--- src/rtl/cordic_pkg.sv ---
// Shared state type, watchdog sizing and reload helper for the CORDIC magnitude/phase feeder.
package cordic_pkg;

  typedef enum logic {
    IDLE,
    BUSY
  } state_t;

  localparam int WDOG_W = 8;

  function automatic int tmo_load(input int n, input int tmo_margin);
    return n + 2 + tmo_margin;
  endfunction

endpackage

--- src/rtl/cordic_sync_fifo.sv ---
// Single-clock FIFO with registered occupancy; push when full and pop when empty are ignored.
module cordic_sync_fifo #(
  parameter int WIDTH = 36,
  parameter int DEPTH = 8
) (
  input  logic                    clk,
  input  logic                    reset,
  input  logic                    push,
  input  logic                    pop,
  input  logic [WIDTH-1:0]        din,
  output logic [WIDTH-1:0]        dout,
  output logic [$clog2(DEPTH):0]  level
);

  localparam int AW = $clog2(DEPTH);
  localparam int LW = AW + 1;

  logic [WIDTH-1:0] mem [DEPTH];
  logic [AW-1:0]    wptr;
  logic [AW-1:0]    rptr;
  logic             do_push;
  logic             do_pop;

  assign do_push = push && (level != LW'(DEPTH));
  assign do_pop  = pop && (level != '0);
  assign dout    = mem[rptr];

  // Pointers wrap naturally because DEPTH is a power of two.
  always_ff @(posedge clk or negedge reset) begin
    if (!reset) begin
      wptr  <= '0;
      rptr  <= '0;
      level <= '0;
    end else begin
      if (do_push) wptr <= wptr + AW'(1);
      if (do_pop)  rptr <= rptr + AW'(1);
      case ({do_push, do_pop})
        2'b10:   level <= level + LW'(1);
        2'b01:   level <= level - LW'(1);
        default: level <= level;
      endcase
    end
  end

  always_ff @(posedge clk) begin
    if (do_push) mem[wptr] <= din;
  end

endmodule

--- src/rtl/cordic_mag_ph_feeder.sv ---
// Buffers x/y samples and issues them one at a time to the serial CORDIC core,
// with a per-operation watchdog and a saturating drop counter.
module cordic_mag_ph_feeder
  import cordic_pkg::*;
#(
  parameter int N          = 13,
  parameter int XY_WIDTH   = 18,
  parameter int DEPTH      = 8,
  parameter int TMO_MARGIN = 4
) (
  input  logic                       clk,
  input  logic                       reset,
  input  logic                       in_vld,
  input  logic [XY_WIDTH-1:0]        xin,
  input  logic [XY_WIDTH-1:0]        yin,
  output logic                       in_rdy,
  output logic                       st,
  output logic [XY_WIDTH-1:0]        xout,
  output logic [XY_WIDTH-1:0]        yout,
  input  logic                       core_rdy,
  output logic                       busy,
  output logic [$clog2(DEPTH):0]     level,
  output logic [15:0]                drop_cnt,
  output logic                       tmo_err,
  input  logic                       clr
);

  localparam int LW = $clog2(DEPTH) + 1;
  localparam logic [WDOG_W-1:0] WDOG_INIT = WDOG_W'(tmo_load(N, TMO_MARGIN));

  state_t                  state;
  state_t                  state_d;
  logic [WDOG_W-1:0]       wdog;
  logic [WDOG_W-1:0]       wdog_d;
  logic [2*XY_WIDTH-1:0]   head;
  logic [XY_WIDTH-1:0]     x_q;
  logic [XY_WIDTH-1:0]     y_q;
  logic                    push;
  logic                    pop;
  logic                    drop;
  logic                    timeout;

  assign in_rdy = (level != LW'(DEPTH));
  assign push   = in_vld && in_rdy;
  assign drop   = in_vld && !in_rdy;
  assign busy   = (state == BUSY);

  cordic_sync_fifo #(
    .WIDTH (2*XY_WIDTH),
    .DEPTH (DEPTH)
  ) u_fifo (
    .clk   (clk),
    .reset (reset),
    .push  (push),
    .pop   (pop),
    .din   ({xin, yin}),
    .dout  (head),
    .level (level)
  );

  // Operands are presented straight from the FIFO head during st, then held from the registered copy.
  assign xout = st ? head[2*XY_WIDTH-1:XY_WIDTH] : x_q;
  assign yout = st ? head[XY_WIDTH-1:0]          : y_q;

  always_comb begin
    state_d = state;
    wdog_d  = wdog;
    pop     = 1'b0;
    st      = 1'b0;
    timeout = 1'b0;
    case (state)
      IDLE: begin
        if (level != '0) begin
          pop     = 1'b1;
          st      = 1'b1;
          wdog_d  = WDOG_INIT;
          state_d = BUSY;
        end
      end
      BUSY: begin
        if (core_rdy) begin
          state_d = IDLE;
        end else if (wdog <= WDOG_W'(1)) begin
          timeout = 1'b1;
          wdog_d  = '0;
          state_d = IDLE;
        end else begin
          wdog_d = wdog - WDOG_W'(1);
        end
      end
      default: state_d = IDLE;
    endcase
  end

  // A timeout beats a concurrent clear; a drop during clear leaves a count of one.
  always_ff @(posedge clk or negedge reset) begin
    if (!reset) begin
      state    <= IDLE;
      wdog     <= '0;
      x_q      <= '0;
      y_q      <= '0;
      drop_cnt <= '0;
      tmo_err  <= 1'b0;
    end else begin
      state <= state_d;
      wdog  <= wdog_d;
      if (pop) begin
        x_q <= head[2*XY_WIDTH-1:XY_WIDTH];
        y_q <= head[XY_WIDTH-1:0];
      end
      if (clr)
        drop_cnt <= drop ? 16'd1 : 16'd0;
      else if (drop && (drop_cnt != 16'hFFFF))
        drop_cnt <= drop_cnt + 16'd1;
      if (timeout)
        tmo_err <= 1'b1;
      else if (clr)
        tmo_err <= 1'b0;
    end
  end

endmodule

--- config.mk ---
export PLATFORM = sky130hd
export DESIGN_NAME = cordic_mag_ph_feeder
export DESIGN_NICKNAME = d
export VERILOG_FILES = /design/src/rtl/cordic_pkg.sv /design/src/rtl/cordic_sync_fifo.sv /design/src/rtl/cordic_mag_ph_feeder.sv
export SDC_FILE = /design/constraint.sdc
export NUM_CORES = 1
export LEC_CHECK = 0
export ABC_CLOCK_PERIOD_IN_PS = 5000
export CORE_ASPECT_RATIO = 0.6
export CORE_MARGIN = 1.5
export CORE_UTILIZATION = 35
export CTS_BUF_LIST = sky130_fd_sc_hd__clkbuf_8
export CTS_CLUSTER_SIZE = 30
export DETAILED_ROUTE_END_ITERATION = 7
export DONT_BUFFER_PORTS = 1
export SYNTH_ARGS = -nofsm -noshare
export SYNTH_HDL_FRONTEND = slang
export SYNTH_SLANG_ARGS = --single-unit
--- constraint.sdc ---
create_clock -name clk -period 5 [get_ports clk]
set_input_delay 0.25 -clock clk [delete_from_list [all_inputs] [get_ports clk]]
set_output_delay 0.25 -clock clk [all_outputs]
set_load 0.02 [all_outputs]
==> results of run 1 <==
-- final timing paths --
kind                                   endpoint  slack, ns
worst max-delay path                   xout[10]       1.64
worst min-delay path             u_fifo.wptr[0]       0.12
worst max register to register  u_fifo.level[3]       1.80
worst min register to register          wdog[7]       0.48
max in group asynchronous        u_fifo.rptr[1]       4.40
min in group asynchronous               x_q[11]       0.21
-- Yosys cell counts, types with 3 or more instances --
| cell | number |
|---|---|
| inv_1 | 9 |
| and4_1 | 3 |
| or4_1 | 5 |
| o31ai_1 | 5 |
| xnor2_1 | 6 |
| mux4_2 | 72 |
| nor2b_1 | 3 |
| ha_1 | 8 |
| buf_1 | 5 |
| nand4_1 | 7 |
| dfrtp_1 | 72 |
| nor3_1 | 12 |
| nor4_1 | 4 |
| edfxtp_1 | 288 |
| buf_2 | 9 |
| nand2_1 | 53 |
| a31oi_1 | 6 |
| nor2_1 | 8 |
| nand2b_1 | 6 |
| a21oi_1 | 16 |
| xor2_1 | 3 |
| nand3_1 | 10 |
| clkbuf_1 | 20 |
| or3_1 | 5 |
| mux2i_1 | 37 |
| o21ai_0 | 47 |
-- cells in the final DEF (no fill, tap or decap), drive strengths merged, types with 3 or more instances in the layout --
cell,Yosys,final
o21ai,47,47
or4,5,5
nor4,5,5
nor2b,3,3
nor4b,3,3
inv,9,35
dfrtp,72,72
or3,6,6
nor3,12,12
nand4,9,9
dlygate4sd3,0,40
clkinv,0,10
xnor2,6,6
and4,3,3
o31ai,5,5
nor2,8,8
nand2b,6,6
nand2,54,54
ha,8,8
clkbuf,21,68
edfxtp,288,288
buf,14,12
nand3,10,10
xor2,3,3
mux2i,37,37
a31oi,6,6
a21oi,16,16
mux4,72,72
-- metrics by stage --
step	total power, W	std cells	util (%)	cell area [µm²]
floorplan	0.006247	751	-	14040
global placement	0.006906	1249	37.40	14700
detailed placement	0.006961	1249	37.40	14700
CTS	0.009403	1394	41.26	16220
global route	0.009763	1394	41.26	16220
finish	0.009221	1396	41.28	16220
-- power groups by stage --
| stage | registers, W | logic (W) | clock network (W) |
|---|---|---|---|
| 4_1_cts | 0.00435 | 0.00263 | 0.00242 |
| 2_1_floorplan | 0.00408 | 0.00217 | 0 |
| 3_5_place_dp | 0.00441 | 0.00255 | 0 |
| 3_3_place_gp | 0.00439 | 0.00252 | 0 |
| 5_1_grt | 0.00441 | 0.00280 | 0.00255 |
| 6_report | 0.00433 | 0.00255 | 0.00234 |
-- timing repair --
action | 4_1_cts | 5_1_grt
endpoints found under the hold margin | 378 | 0
hold buffers | 41 | 0
resized for setup | 0 | 0
-- logic make-up (layout without fill, tap and decap cells) --
kind of cell | count (synthesis) | count (layout) | synth area share [%]
AND/OR/NAND/NOR | 131 | 131 | 5.012
multiplexers | 111 | 111 | 14.36
AO/OA/AOI/OAI | 88 | 88 | 3.612
flip-flops | 360 | 360 | 74.48
other | 0 | 2 | 0
XOR/XNOR | 9 | 9 | 0.5618
buffers and inverters | 44 | 165 | 1.266
adder cells (fa/ha/maj) | 8 | 8 | 0.7134
-- layout make-up --
| type | count | area (µm²) |
|---|---|---|
| multi-input combinational | 347 | 3462 |
| clock buffer | 68 | 935.9 |
| inverter | 9 | 33.78 |
| tap | 522 | 653.1 |
| fill | 3453 | 23080 |
| clock inverter | 36 | 152.6 |
| antenna | 2 | 5.005 |
| sequential | 360 | 10460 |
| timing repair buffer | 52 | 523.0 |
-- metal layers --
metal / vias to the layer above / part of all wire [%]
met5: - / 0.17
met4: 8 / 1.4
met3: 52 / 6.7
met2: 159 / 45
met1: 3623 / 47
li1: 3190 / -
-- flip-flops by register name, summed over array words and instances, names as in the netlist --
register,count
x_q,18
wdog,8
u_fifo.wptr,3
tmo_err,1
busy,1
u_fifo.mem,288
y_q,18
u_fifo.level,4
drop_cnt,16
u_fifo.rptr,3
==> impl_metrics.json, run 1 <==
{
  "io_pins": 101,
  "netlist_area_um2": 14030,
  "path_buf_inv": 1,
  "cts_setup_buffers": 0,
  "final.setup.worst_slack_ns": 1.636,
  "track_usage_pct": 14.52,
  "cts_tree": "done",
  "maxCapViolations": 0,
  "fin_crit_sh_pct": 67.28,
  "p_sw_w": 0.003131,
  "initial_core_util_pct": 35.70,
  "synth-warning-count": 0,
  "critPathMaxStageDelay_ns": 0.92,
  "yosys.area.top_type": "edfxtp_1",
  "dieArea_um2": 41340,
  "finalSetupViolCount": 0,
  "cts_made_buffers": 55,
  "rsz0062_at_grt": "no",
  "cp.required_ns": 4.75,
  "wl_per_cell_um": 21.00,
  "crit_type": "flop to output port",
  "crit_fanout": 39,
  "cts_sinks": 360,
  "r2r_start": "u_fifo.level[0]",
  "hp-class": "input pin to flop",
  "die_w_um": 261.5,
  "grt_max_degree": 81,
  "gr-total-overflow": 0,
  "cp_top_family": "flip-flops",
  "pwr-share-comb_pct": 27.7,
  "grt.met3_usage_pct": 4.371,
  "busiest_layer": "met2",
  "grt_antenna_before_repair": 6,
  "async_flop_share_pct": 20.00,
  "synthFlopType": "edfxtp_1",
  "failed_checks": "design-rule violations",
  "avgSynthCellArea_um2": 18.68,
  "clk-insertion-delay-late_ns": 0.59,
  "drt_pass1_iterations": 8,
  "synthesis.nets": 800,
  "chipHeight_um": 158.1,
  "synth.lib_cells_used.distinct": 51,
  "io_buffers": 0,
  "grtUsageMet2_pct": 21.93,
  "setup_tns_ns": 0,
  "end_kind": "output port",
  "avgViaCountPerCell": 5.037,
  "place.gp.congestion": 0.7637,
  "fmax_mhz": 297.3,
  "synth_edf_count": 288,
  "core_area_um2": 39310,
  "leakagePower_nw": 5.567,
  "ant_nets": 0,
  "synth_seq_area_share_pct": 74.48,
  "preCtsSetupSlack_ns": 1.862,
  "num_vias": 7032,
  "met1_usage_pct": 20.29,
  "relSlewSlack_pct": 26.32,
  "finClkSkew_ns": 0.02513,
  "worstHoldStart": "in_vld",
  "grt_pass1_vias": 7252,
  "drc": 6,
  "fin_crit_ns": 3.364,
  "maxSlewViolCount": 0,
  "path_cells": "buf_12 > mux4_2 > mux2i_1 > o21ai_0",
  "nNetsFinal": 874,
  "syn_to_final_growth_pct": 15.63,
  "cpMaxStageDelayCell": "dfrtp_4",
  "root_buffer": "clkbuf_8",
  "worstSetupStartpoint": "u_fifo.rptr[0]",
  "power.density_nw_per_um2": 568.3,
  "rr_worst_depth": 7,
  "dp_hpwl_mm": 16.54,
  "drive_above_1_share_pct": 20.87,
  "critPathLaunchType": "flop",
  "worstPathArrival_ns": 3.11,
  "p_clk_share_pct": 25.3,
  "netlist_instances": 751,
  "h-tree-depth": 2,
  "ys_ff_latch": 360,
  "crit_cells": 4,
  "worstMarginPinSlew_ns": 1.105,
  "dr.first_iter.drc_count": 429,
  "peakVddDrop_uv": 262.7,
  "seqPwrFrac_pct": 47.0,
  "status": "finished with violations",
  "p_int_w": 0.006090,
  "min_path_cells": 2,
  "final_hold_viol_count": 0,
  "synth_top_area_share_pct": 61.64,
  "netSwitchingFraction_pct": 33.96,
  "synthTopCellsByArea": "edfxtp_1 (62%), dfrtp_1 (13%), mux4_2 (12%)",
  "placementRows": 56,
  "wl_mm": 29.32,
  "fin_hold_ws_ns": 0.1173,
  "clock_path_buffers": 3,
  "grt_first_pass_wirelength_mm": 44.87,
  "clk_pin_slew_ns": 0.06
}
Power figures use the tool's default switching activity.
==> inputs of run 2 (changes only) <==
--- a/config.mk
+++ b/config.mk
@@ -5,7 +5,7 @@
 export SDC_FILE = /design/constraint.sdc
 export NUM_CORES = 1
 export LEC_CHECK = 0
-export ABC_CLOCK_PERIOD_IN_PS = 5000
+export ABC_CLOCK_PERIOD_IN_PS = 3000
 export CORE_ASPECT_RATIO = 0.6
 export CORE_MARGIN = 1.5
 export CORE_UTILIZATION = 35
==> constraint.sdc (replaced) <==
create_clock -name clk -period 3 [get_ports clk]
set_input_delay 0.15 -clock clk [delete_from_list [all_inputs] [get_ports clk]]
set_output_delay 0.15 -clock clk [all_outputs]
set_load 0.02 [all_outputs]
==> impl_metrics.json, run 2 (synthesized netlist as in run 1, its figures left out) <==
{
  "r2r_start": "drop_cnt[0]",
  "die_w_um": 261.5,
  "root_buffer": "clkbuf_8",
  "placementRows": 56,
  "place.gp.congestion": 0.7793,
  "maxSlewViolCount": 0,
  "placed_cells": 1266,
  "layout.cells.non_filler": 1418,
  "hp-class": "input pin to asynchronous set/reset pin",
  "cts_sinks": 360,
  "syn_to_final_growth_pct": 17.68,
  "largest_register_ffs": 288,
  "worstPathArrival_ns": 2.55,
  "status": "finished with violations",
  "track_usage_pct": 14.43,
  "cts_repair_resize_count": 0,
  "end_kind": "output port",
  "cts_tree": "done",
  "rsz0062_at_grt": "no",
  "ant_nets": 0,
  "dp_hpwl_mm": 16.82,
  "io_pins": 101,
  "drc": 3,
  "core_area_um2": 39310,
  "grtUsageMet2_pct": 21.24,
  "dr.first_iter.drc_count": 472,
  "relSlewSlack_pct": 40.71,
  "critPathLaunchType": "flop",
  "p_int_w": 0.01037,
  "chipHeight_um": 158.1,
  "p_sw_w": 0.005311,
  "grt_pass1_vias": 7313,
  "grt_max_degree": 81,
  "fmax_mhz": 369.7,
  "netSwitchingFraction_pct": 33.87,
  "wl_mm": 29.01,
  "nFillCells": 3492,
  "mostFrequentLayoutCell": "edfxtp_1",
  "cp.required_ns": 2.85,
  "reg2reg_to": "drop_cnt[1]",
  "busiest_layer": "met1",
  "seqPwrFrac_pct": 43.7,
  "final_hold_viol_count": 0,
  "power.density_nw_per_um2": 949.7,
  "clk_pin_slew_ns": 0.06,
  "io_buffers": 0,
  "grt_first_pass_wirelength_mm": 44.77,
  "cts_made_buffers": 54,
  "fin_hold_ws_ns": 0.1119,
  "h-tree-depth": 2,
  "initial_core_util_pct": 35.70,
  "rr_worst_depth": 7,
  "fin_crit_sh_pct": 90.16,
  "pwr-share-comb_pct": 31.5,
  "avgViaCountPerCell": 4.989,
  "clk-insertion-delay-late_ns": 0.59,
  "worstMarginPinSlew_ns": 0.8800,
  "finClkSkew_ns": 0.02406,
  "fin_crit_ns": 2.705,
  "drt_pass1_iterations": 7,
  "final_cell_mix": "edfxtp_1 (288), mux4_2 (72), dfrtp_1 (69), clkbuf_8 (56), nand2_1 (53)",
  "final.setup.worst_slack_ns": 0.2952,
  "met1_usage_pct": 21.27,
  "leakagePower_nw": 5.657,
  "grt_antenna_before_repair": 6,
  "clock_path_buffers": 3,
  "dieArea_um2": 41340,
  "grt.met3_usage_pct": 3.618,
  "crit_fanout": 8,
  "drive_above_1_share_pct": 22.76,
  "crit_type": "flop to output port",
  "num_vias": 7074,
  "wl_per_cell_um": 20.46,
  "failed_checks": "design-rule violations",
  "utilization_pct": 42.01,
  "nNetsFinal": 897,
  "maxCapViolations": 0,
  "gr-total-overflow": 0,
  "rrSetupSlack_ns": 0.42,
  "finalSetupViolCount": 0,
  "p_clk_share_pct": 24.8,
  "largest-register": "u_fifo.mem",
  "preCtsSetupSlack_ns": 0.4569,
  "peakVddDrop_uv": 467.3,
  "top_regs": "u_fifo.mem x288, x_q x18, y_q x18"
}
==> run 2: changes by cell type in the layout (fill, tap and decap cells not counted), sizes merged <==
cell and change:
inv -9, dlygate4sd3 +1, diode +2, clkbuf -12, clkinv +9, bufinv +3, buf +23, clkinvlp +5
==> run 2: critical path, cell delays in order, from the launching register on <==
cell,delay (ns)
dfrtp_4,0.52
buf_4,0.18
buf_4,0.19
mux4_2,0.34
mux2i_1,0.08
o21ai_0,0.65
==> run 2: worst max path at each step <==
stage / cells after the start / from / end / slack, ns
final: 5 / u_fifo.rptr[0] / yout[15] / 0.30
after global routing: 5 / u_fifo.rptr[0] / xout[2] / 0.14
after CTS: 5 / u_fifo.rptr[0] / yout[15] / 0.22
after detailed placement: 5 / u_fifo.level[0] / u_fifo.mem[4][19] / 0.46
after global placement: 10 / u_fifo.level[0] / u_fifo.level[2] / 0.52
after floorplan: 5 / u_fifo.level[1] / u_fifo.mem[3][0] / -0.18
==> run 2: layer usage <==
layer,up-vias,wire length (µm)
met4,4,490
met3,51,1586
li1,3235,-
met2,155,12880
met5,-,25
met1,3629,14020
==> run 2: cell type report <==
cell class | count | area (µm²) | area share, %
inverter | 9 | 33.78 | 0.2046
multi-input combinational | 347 | 3487 | 21.12
tap | 522 | 653.1 | 3.955
clock buffer | 56 | 770.7 | 4.668
antenna | 4 | 10.01 | 0.06062
sequential | 360 | 10460 | 63.33
clock inverter | 44 | 282.8 | 1.713
timing repair buffer | 76 | 818.3 | 4.956
==> run 2: through the flow <==
stage	total power, W	area [µm²]	setup TNS, ns
floorplan	0.01042	14070	-35.66
global placement	0.01175	14950	0
detailed placement	0.01182	14950	0
CTS	0.01600	16500	0
global route	0.01661	16510	0
finish	0.01568	16510	0
==> run 2: power by group through the flow <==
| stage | clock [W] | sequential, W | combinational [W] |
|---|---|---|---|
| floorplan | 0 | 0.00679 | 0.00363 |
| global placement | 0 | 0.00699 | 0.00476 |
| detailed placement | 0 | 0.00702 | 0.00480 |
| finish | 0.00389 | 0.00684 | 0.00494 |
| global route | 0.00425 | 0.00694 | 0.00542 |
| CTS | 0.00405 | 0.00686 | 0.00509 |
==> run 2: timing repair <==
item                                    4_1_cts  5_1_grt
endpoints found under the setup margin        1        0
hold endpoints to repair                    379        0
hold buffers                                 42        0
buffers inserted                              6        0
